**src/rtl/skew_rd_sched.sv**
```systemverilog
// Skewed-read scheduler: one command at a time, per-lane read enables/addresses
// with optional diagonal skew, a latency-matched data_valid pipe and a done pulse.

module skew_rd_lane #(
    parameter int LANE       = 0,
    parameter int ADDR_WIDTH = 8,
    parameter int CNT_WIDTH  = 10
) (
    input  logic                  issue,
    input  logic [CNT_WIDTH-1:0]  t,
    input  logic [CNT_WIDTH-1:0]  n,
    input  logic [ADDR_WIDTH-1:0] base,
    input  logic                  aligned,
    output logic                  en,
    output logic [ADDR_WIDTH-1:0] addr
);
    localparam logic [CNT_WIDTH-1:0] OFS = CNT_WIDTH'(LANE);

    logic [CNT_WIDTH-1:0] rel;

    always_comb begin
        rel = aligned ? t : t - OFS;
        if (aligned) en = issue && (t < n);
        else         en = issue && (t >= OFS) && (t < n + OFS);
        addr = en ? base + ADDR_WIDTH'(rel) : '1;
    end
endmodule

module skew_rd_sched #(
    parameter int SYS_ROW    = 16,
    parameter int ADDR_WIDTH = 8,
    parameter int ROW_WIDTH  = 16,
    parameter int MAX_ROW    = 256,
    parameter int RD_LAT     = 2
) (
    input  logic                          clk,
    input  logic                          rst,
    input  logic                          cmd_valid,
    output logic                          cmd_ready,
    input  logic [ADDR_WIDTH-1:0]         cmd_base,
    input  logic [ROW_WIDTH-1:0]          cmd_num_row,
    input  logic                          cmd_aligned,
    output logic [SYS_ROW-1:0]            rd_en,
    output logic [SYS_ROW*ADDR_WIDTH-1:0] rd_addr,
    output logic [SYS_ROW-1:0]            data_valid,
    output logic                          busy,
    output logic                          done
);
    localparam int CNT_WIDTH = $clog2(MAX_ROW + SYS_ROW) + 1;
    localparam int DW        = $clog2(RD_LAT + 1);

    typedef enum logic [1:0] {IDLE, ISSUE, DRAIN} state_t;

    state_t                               state_q, state_d;
    logic [CNT_WIDTH-1:0]                 cnt_q, cnt_d;
    logic [DW-1:0]                        dcnt_q, dcnt_d;
    logic [ADDR_WIDTH-1:0]                base_q, base_d;
    logic [CNT_WIDTH-1:0]                 n_q, n_d;
    logic                                 aligned_q, aligned_d;
    logic                                 done_q, done_d;
    logic [SYS_ROW-1:0]                   rd_en_q, rd_en_d;
    logic [SYS_ROW-1:0][ADDR_WIDTH-1:0]   rd_addr_q, rd_addr_d;
    logic [RD_LAT-1:0][SYS_ROW-1:0]       vld_pipe_q, vld_pipe_d;

    logic [31:0]                          num_ext;
    logic [CNT_WIDTH-1:0]                 n_in, len_q, t_nxt;
    logic                                 issue_nxt, last;
    logic [SYS_ROW-1:0]                   lane_en;
    logic [SYS_ROW-1:0][ADDR_WIDTH-1:0]   lane_addr;

    always_comb begin
        num_ext = 32'(cmd_num_row);
        n_in    = (num_ext > 32'(MAX_ROW)) ? CNT_WIDTH'(MAX_ROW) : CNT_WIDTH'(num_ext);
        len_q   = aligned_q ? n_q : n_q + CNT_WIDTH'(SYS_ROW - 1);
        last    = (cnt_q == len_q - CNT_WIDTH'(1));
    end

    // Lanes see the index that will be on the outputs next cycle, so rd_en/rd_addr
    // can be registered and still show t=0 in the cycle right after acceptance.
    always_comb begin
        state_d   = state_q;
        cnt_d     = cnt_q;
        dcnt_d    = dcnt_q;
        base_d    = base_q;
        n_d       = n_q;
        aligned_d = aligned_q;
        done_d    = 1'b0;
        issue_nxt = 1'b0;
        t_nxt     = cnt_q;
        case (state_q)
            IDLE: begin
                if (cmd_valid) begin
                    base_d    = cmd_base;
                    n_d       = n_in;
                    aligned_d = cmd_aligned;
                    if (n_in == '0) begin
                        // Empty command: one busy cycle carrying done, then idle.
                        state_d = DRAIN;
                        dcnt_d  = DW'(RD_LAT - 1);
                        done_d  = 1'b1;
                    end else begin
                        state_d   = ISSUE;
                        cnt_d     = '0;
                        issue_nxt = 1'b1;
                        t_nxt     = '0;
                    end
                end
            end
            ISSUE: begin
                if (last) begin
                    state_d = DRAIN;
                    dcnt_d  = '0;
                    done_d  = (RD_LAT == 1);
                end else begin
                    cnt_d     = cnt_q + CNT_WIDTH'(1);
                    issue_nxt = 1'b1;
                    t_nxt     = cnt_q + CNT_WIDTH'(1);
                end
            end
            DRAIN: begin
                if (dcnt_q == DW'(RD_LAT - 1)) begin
                    state_d = IDLE;
                end else begin
                    dcnt_d = dcnt_q + DW'(1);
                    done_d = (int'(dcnt_q) == RD_LAT - 2);
                end
            end
            default: state_d = IDLE;
        endcase
    end

    for (genvar g = 0; g < SYS_ROW; g++) begin : g_lane
        skew_rd_lane #(
            .LANE       (g),
            .ADDR_WIDTH (ADDR_WIDTH),
            .CNT_WIDTH  (CNT_WIDTH)
        ) u_lane (
            .issue   (issue_nxt),
            .t       (t_nxt),
            .n       (n_d),
            .base    (base_d),
            .aligned (aligned_d),
            .en      (lane_en[g]),
            .addr    (lane_addr[g])
        );
    end

    always_comb begin
        rd_en_d       = lane_en;
        rd_addr_d     = lane_addr;
        vld_pipe_d    = vld_pipe_q;
        vld_pipe_d[0] = rd_en_q;
        for (int k = RD_LAT - 1; k > 0; k--) vld_pipe_d[k] = vld_pipe_q[k-1];
    end

    always_ff @(posedge clk) begin
        if (rst) begin
            state_q    <= IDLE;
            cnt_q      <= '0;
            dcnt_q     <= '0;
            base_q     <= '0;
            n_q        <= '0;
            aligned_q  <= 1'b0;
            done_q     <= 1'b0;
            rd_en_q    <= '0;
            rd_addr_q  <= '1;
            vld_pipe_q <= '0;
        end else begin
            state_q    <= state_d;
            cnt_q      <= cnt_d;
            dcnt_q     <= dcnt_d;
            base_q     <= base_d;
            n_q        <= n_d;
            aligned_q  <= aligned_d;
            done_q     <= done_d;
            rd_en_q    <= rd_en_d;
            rd_addr_q  <= rd_addr_d;
            vld_pipe_q <= vld_pipe_d;
        end
    end

    assign cmd_ready  = (state_q == IDLE);
    assign busy       = (state_q != IDLE);
    assign done       = done_q;
    assign rd_en      = rd_en_q;
    assign rd_addr    = rd_addr_q;
    assign data_valid = vld_pipe_q[RD_LAT-1];
endmodule

```
**config.mk**
```make
export PLATFORM = sky130hd
export DESIGN_NAME = skew_rd_sched
export DESIGN_NICKNAME = d
export VERILOG_FILES = /design/src/rtl/skew_rd_sched.sv
export SDC_FILE = /design/constraint.sdc
export NUM_CORES = 1
export LEC_CHECK = 0
export BUFFER_PORTS_ARGS = -buffer_cell sky130_fd_sc_hd__buf_2
export CORE_ASPECT_RATIO = 1.25
export CORE_MARGIN = 1.5
export CORE_UTILIZATION = 45
export DETAILED_ROUTE_END_ITERATION = 6
export MAX_ROUTING_LAYER = met4
export PLACE_DENSITY_LB_ADDON = 0.05
export SYNTH_ARGS = -nofsm -noshare
export SYNTH_HDL_FRONTEND = slang
export SYNTH_SLANG_ARGS = --single-unit
```
**constraint.sdc**
```tcl
create_clock -name clk -period 14.6 [get_ports clk]
set_clock_uncertainty 0.2 [all_clocks]
set_input_delay 0.73 -clock clk [delete_from_list [all_inputs] [get_ports clk]]
set_output_delay 0.73 -clock clk [all_outputs]
set_load 0.05 [all_outputs]
```
* Word-level counts from Yosys, hierarchy flattened
Index checks and enable logic that the tools add are counted.
Word-level totals: word-level logic and storage cells 251, register bits after elaboration 210, input port bits 28
Operators by class: eq/ne operators 9, mux-type cells 61, bitwise gates (word level) 16, order comparisons 33, $add $sub $neg 50, reduce and logical (&&, ||, !) cells 56
Operators by type and width (number):
- 10-bit less-than comparator | 16
- 8-bit two-way mux | 17
- 8-bit adder | 16
- 10-bit by 4-bit adder with 10-bit output, second input constant | 9
- 10-bit by 4-bit greater-or-equal comparator with 1-bit output, second input constant | 8
- 10-bit two-way mux | 7
- 8-bit by 4-bit subtractor with 8-bit output, second input constant | 8
- 10-bit by 3-bit adder with 10-bit output, second input constant | 4
- 10-bit by 3-bit greater-or-equal comparator with 1-bit output, second input constant | 4
- 1-bit logical AND | 33
- 2-bit OR reduction | 16
- 8-bit by 3-bit subtractor with 8-bit output, second input constant | 4
- 1-bit two-way mux | 24
- 10-bit by 1-bit adder with 10-bit output, second input constant | 2
- 10-bit by 2-bit adder with 10-bit output, second input constant | 2
- 10-bit by 1-bit greater-or-equal comparator with 1-bit output, second input constant | 2
- 10-bit by 2-bit greater-or-equal comparator with 1-bit output, second input constant | 2
- 10-bit one-hot mux with 2 select lines | 1
- 16-bit by 9-bit greater-than comparator with 1-bit output, second input constant | 1
- 2-bit two-way mux | 8
- 1-bit NOT | 16
- 8-bit by 2-bit subtractor with 8-bit output, second input constant | 2
- 2-bit one-hot mux with 3 select lines | 2
- 10-bit == test | 1
- other kinds (14) | 20

* Depth between registers and ports, before layout
word-level depth 12, mapped depth 31

* By module
Synthesis repeated with hierarchy kept, for this count alone.
Unflattened totals: cells, all modules 2803, area total of the unflattened synthesis 23821.6 µm²
By module, submodules not included:
- skew_rd_sched | area an instance 7338.3 µm², cells each 671, instances 1
- skew_rd_lane at g_lane[9].u_lane | area an instance 1112.3 µm², cells each 143, instances 1
- skew_rd_lane at g_lane[13].u_lane | area an instance 1106.1 µm², cells each 147, instances 1
- skew_rd_lane at g_lane[5].u_lane | area an instance 1103.6 µm², cells each 144, instances 1
- skew_rd_lane at g_lane[11].u_lane | area an instance 1099.8 µm², cells each 137, instances 1
- skew_rd_lane at g_lane[1].u_lane | area an instance 1096.1 µm², cells each 146, instances 1
- skew_rd_lane at g_lane[7].u_lane | area an instance 1086.0 µm², cells each 139, instances 1
- skew_rd_lane at g_lane[3].u_lane | area an instance 1068.5 µm², cells each 141, instances 1
- skew_rd_lane at g_lane[15].u_lane | area an instance 1057.3 µm², cells each 140, instances 1
- skew_rd_lane at g_lane[14].u_lane | area an instance 1053.5 µm², cells each 132, instances 1
- skew_rd_lane at g_lane[10].u_lane | area an instance 1051.0 µm², cells each 135, instances 1
- skew_rd_lane at g_lane[2].u_lane | area an instance 1051.0 µm², cells each 134, instances 1
- skew_rd_lane at g_lane[6].u_lane | area an instance 1036.0 µm², cells each 133, instances 1
- skew_rd_lane at g_lane[4].u_lane | area an instance 1027.2 µm², cells each 134, instances 1
- 3 more rows

* Worst setup path after synthesis
Ideal clock, no wire load.
path kind flip-flop to flip-flop, start point reg n_q[0], end point reg rd_addr_q (netlist bit rd_addr[59]), buffers on the path 5, stages on the path, launching flop included 28, required time 14.261 ns, slack 7.953 ns, arrival time 6.308 ns, path through dfxtp_1 > buf_2 > inv_1 > ha_1 > nor3b_2 > o211ai_1 > or3_1 > a2111oi_4 > xnor2_1 > nor4_2 > buf_4 > nand2_1 > o211ai_1 > clkbuf_1 > ha_1 > a21o_1 > a21o_1 > a21o_1 > a21o_1 > a21oi_1 > o221ai_1 > a21oi_1 > o211ai_1 > and2_1 > clkbuf_1 > buf_2 > a22oi_2 > o21ai_0
On the way: longest elaborated chain between the ends 12, elaborated cells on any way between the ends 23
Ends and longest elaborated chain:
- from (decl) | line 58 | logic [CNT_WIDTH-1:0] n_q, n_d;
- from (signal assigned) | line 173 | n_q <= n_d;
- 10-bit by 4-bit adder with 10-bit output | line 74 | len_q = aligned_q ? n_q : n_q + CNT_WIDTH'(SYS_ROW - 1);
- 10-bit two-way mux (*) | line 74
- 10-bit by 1-bit subtractor with 10-bit output (*) | line 75 | last = (cnt_q == len_q - CNT_WIDTH'(1));
- 10-bit == test (*) | line 75
- 10-bit two-way mux (*)
- 10-bit one-hot mux with 2 select lines (*)
- net cnt_d[3] | line 55 | logic [CNT_WIDTH-1:0] cnt_q, cnt_d;
- branches (longest 6 deep; another with 8-bit by 3-bit subtractor with 8-bit output)
- to (signal assigned) | line 177 | rd_addr_q <= rd_addr_d;
- to (decl) | line 62 | logic [SYS_ROW-1:0][ADDR_WIDTH-1:0] rd_addr_q, rd_addr_d;
Mark *: on every way through the listed nets, which the timed path passes. A chain may end at the register's enable or synchronous reset.

* Final worst setup path
start point reg n_q[0], end point reg rd_addr_q (netlist bit rd_addr[61])
On the way: longest elaborated chain between the ends 12, elaborated cells on any way between the ends 23
Ends and longest elaborated chain:
- branches (longest 12 deep; another with 10-bit by 4-bit adder with 10-bit output)
Parallel ways; which one is timed is not known.

==> flow_summary.json <==
{
  "synth_commonest_cells": "240 x ha_1, 210 x dfxtp_1, 181 x xnor2_1",
  "synth_simple_gate_area_share_pct": 18.2,
  "clkSinkCount": 210,
  "diodes": 0,
  "crit_start": "n_q[0]$_SDFF_PP0_",
  "grt_use_met3_pct": 2.44,
  "synth_mux_area_share_pct": 1.06,
  "cts_buffer_depth": 3,
  "grtUsageTotal_pct": 27.8,
  "ys_types": 81,
  "maxCapViolCount": 0,
  "crit_path_end": "rd_addr[61]$_SDFF_PP1_",
  "die_w_um": 172,
  "setup-violations-final": 0,
  "synth_compound_area_share_pct": 17.6,
  "async_reset_ff_share_pct": 0,
  "critPathLaunchType": "flip-flop",
  "min_from": "vld_pipe_d[24]$_SDFF_PP0_",
  "cts_root_buf": "clkbuf_16",
  "gp_congestion": 0.913,
  "cts.clk_slew.worst_paths_ps": 60,
  "insertion_delay_ps": 530,
  "vias_per_cell": 5.49,
  "syn_to_final_growth_pct": 13.5,
  "cp.required_ps": 14760,
  "fp.dieH_um": 214,
  "min_path_type": "flip-flop to flip-flop",
  "relSlewSlack_pct": 25.6,
  "cp_slowest_cell": "nor4_2",
  "die_area_sq_mm": 0.0368,
  "synth_top_area_share_pct": 26.2,
  "cts_tree": "built",
  "hold_buffers": 0,
  "pre_cts_slack_ps": 6980,
  "netlist_instances": 1891,
  "num-nets-final": 2325,
  "cts_setup_buffers": 0,
  "start_util_pct": 45.6,
  "cts_resized": 0,
  "ir_drop_mv": 0.0797,
  "dpl_cell_area_sq_mm": 0.0174,
  "rr_endpoint": "rd_addr[61]$_SDFF_PP1_",
  "synthAdderAreaFrac_pct": 19.2,
  "grt_pass1_vias": 13759,
  "reg2regPathDepth": 22,
  "h-tree-depth": 1,
  "ys_seq_elements": 210,
  "portBuffers": 190,
  "drv_slew": 0,
  "layout-drive-gt1-share_pct": 14.4,
  "powerDensity_mw_per_mm2": 150,
  "drc": 0,
  "drt_iter0_drc": 868,
  "final_cell_area_sq_mm": 0.0182,
  "critPathMaxStageDelay_ps": 950,
  "vias": 13966,
  "status": "completed",
  "num_rows": 77,
  "cts-buffers-inserted": 22,
  "synth_nets": 2163,
  "yosysWarnings": 0,
  "grt_use_met2_pct": 49.0,
  "r2r-start": "n_q[0]$_SDFF_PP0_",
  "setup-tns-final_ps": 0,
  "wl_um": 49900,
  "fin_hold_ws_ps": 234,
  "path_cells": "inv_1, ha_1, nor2b_1, a32oi_1, or3_1, a2111oi_4, xnor2_1, nor4_2, a21oi_1, a31o_2, ha_1, a21o_1, a21o_1, a21o_1, a21oi_1, o221ai_1, a21oi_1, o211ai_1, and2_1, and3_1, a22oi_2, o21ai_0",
  "finalCritPeriodShare_pct": 52.6,
  "synth_edf_count": 0,
  "power.leakage_nw": 7.88,
  "fin_crit_ps": 7680,
  "post-synth-top-count-cell": "ha_1",
  "clock.fmax_mhz": 130,
  "arrival_ps": 7840,
  "synth_ff_type": "dfxtp_1",
  "antenna_found_initial": 0,
  "io_pins": 191,
  "setup_ws_ps": 6920,
  "dr.pass1.iters": 5,
  "core_area_sq_mm": 0.0353,
  "synth_top_family_by_area": "adder cells",
  "grt.overflow.total": 0,
  "endpoint_kind": "flip-flop",
  "grt_max_degree": 71,
  "hold_viol": 0,
  "dp_hpwl_um": 37800,
  "ys_seq_area_share_pct": 26.2,
  "grt_first_pass_wirelength_um": 77300,
  "synthTopCellsByArea": "dfxtp_1 26%, ha_1 19%, xnor2_1 9.9%, a21oi_1 4.1%, nor2_1 4.0%",
  "r2r_slack_ps": 6920,
  "synth_area_sq_mm": 0.0161,
  "avgSynthCellArea_sq_um": 8.49,
  "tightestPinTransition_ps": 1110,
  "gr-usage-met1_pct": 32.7,
  "routedWlPerCell_um": 19.6,
  "ant_nets": 0,
  "synth_top_area_cell": "dfxtp_1",
  "rsz0062_at_grt": "no",
  "critical_path_class": "flip-flop to flip-flop",
  "top_usage_layer": "met2",
  "crit_fanout": 30,
  "synth_xor_area_share_pct": 13.7
}
## flip-flops by register name, indices dropped and copies added (netlist names), named ones only
signal	flops
aligned_q	1
base_q	8
cnt_q	9
data_valid	16
dcnt_q	2
done	1
n_q	10
rd_addr	128
rd_en	16
state_q	2
vld_pipe_d	16
## routing by layer
layer | wire length [um] | share of wire, %
met5 | 0 | 0
met2 | 24800 | 50
met3 | 2160 | 4.3
met4 | 1840 | 3.7
met1 | 21100 | 42
## metrics by stage
step / power, W / instances / utilization, %
floorplan: 0.00177 / 1891 / -
global placement: 0.00213 / 2503 / 49.5
detailed placement: 0.00214 / 2503 / 49.5
CTS: 0.00275 / 2542 / 51.7
global route: 0.00292 / 2542 / 51.7
finish: 0.00273 / 2542 / 51.7
## critical path: cells and delay by family (launching register included)
| kind | cells | cell delay [ps] |
|---|---|---|
| AOI/OAI and AO/OA | 13 | 3320 |
| and+or+nand+nor | 5 | 2500 |
| adders and majority gates | 2 | 740 |
| DFF | 1 | 490 |
| xor gates and xnor gates | 1 | 160 |
| buffers and inverters | 1 | 80 |
## report_power, final
group / switching (W) / internal (W) / total [W]
logic: 0.000922 / 0.000572 / 0.00149
registers: 0.0000185 / 0.000612 / 0.000631
clock network: 0.000242 / 0.000359 / 0.000602
total: 0.00118 / 0.00154 / 0.00273
## area by class of cell
type | instances | area, sq um
fillers | 3485 | 17000
multi-input cells | 1530 | 11200
flip-flops and latches | 210 | 4200
repair buffers | 214 | 1130
clock buffers | 27 | 621
well taps | 474 | 593
inverters | 75 | 284
clock inverters | 12 | 165
## worst min path at each step
stage / to / slack, ps / depth (start not counted)
floorplan: data_valid[0]$_SDFF_PP0_ / 210 / 1
global placement: data_valid[14]$_SDFF_PP0_ / 220 / 1
detailed placement: data_valid[8]$_SDFF_PP0_ / 220 / 1
CTS: data_valid[8]$_SDFF_PP0_ / 240 / 1
global route: data_valid[14]$_SDFF_PP0_ / 260 / 1
finish: data_valid[8]$_SDFF_PP0_ / 230 / 1
## cells by family after synthesis
group                    count (synthesis)
adder cells (fa/ha/maj)                244
AO/OA/AOI/OAI                          422
XOR/XNOR                               251
buffers and inverters                  151
multiplexers                            16
flip-flops                             210
AND/OR/NAND/NOR                        597
## layout by cell type (no fill, tap or decap), types with 8 or more instances in the layout
| master | Yosys | final |
|---|---|---|
| nor2b_1 | 89 | 89 |
| o21ai_1 | 8 | 10 |
| dfxtp_1 | 210 | 210 |
| ha_1 | 240 | 240 |
| a211oi_1 | 16 | 16 |
| nor3_1 | 18 | 18 |
| buf_2 | 5 | 190 |
| o21ai_0 | 80 | 78 |
| a21oi_1 | 132 | 132 |
| xor2_1 | 69 | 69 |
| nand4_1 | 29 | 29 |
| clkbuf_16 | 0 | 23 |
| nand2_1 | 157 | 157 |
| mux2_2 | 8 | 8 |
| and3_1 | 12 | 12 |
| a21o_1 | 68 | 68 |
| nand2b_1 | 37 | 37 |
| o211ai_1 | 15 | 15 |
| o21a_1 | 20 | 20 |
| a31oi_1 | 10 | 10 |
| buf_4 | 18 | 24 |
| nand3_1 | 39 | 39 |
| nor2_1 | 171 | 171 |
| and2_1 | 9 | 9 |
| xnor2_1 | 181 | 181 |
| inv_1 | 65 | 65 |
(Power assumes the default switching activity.)
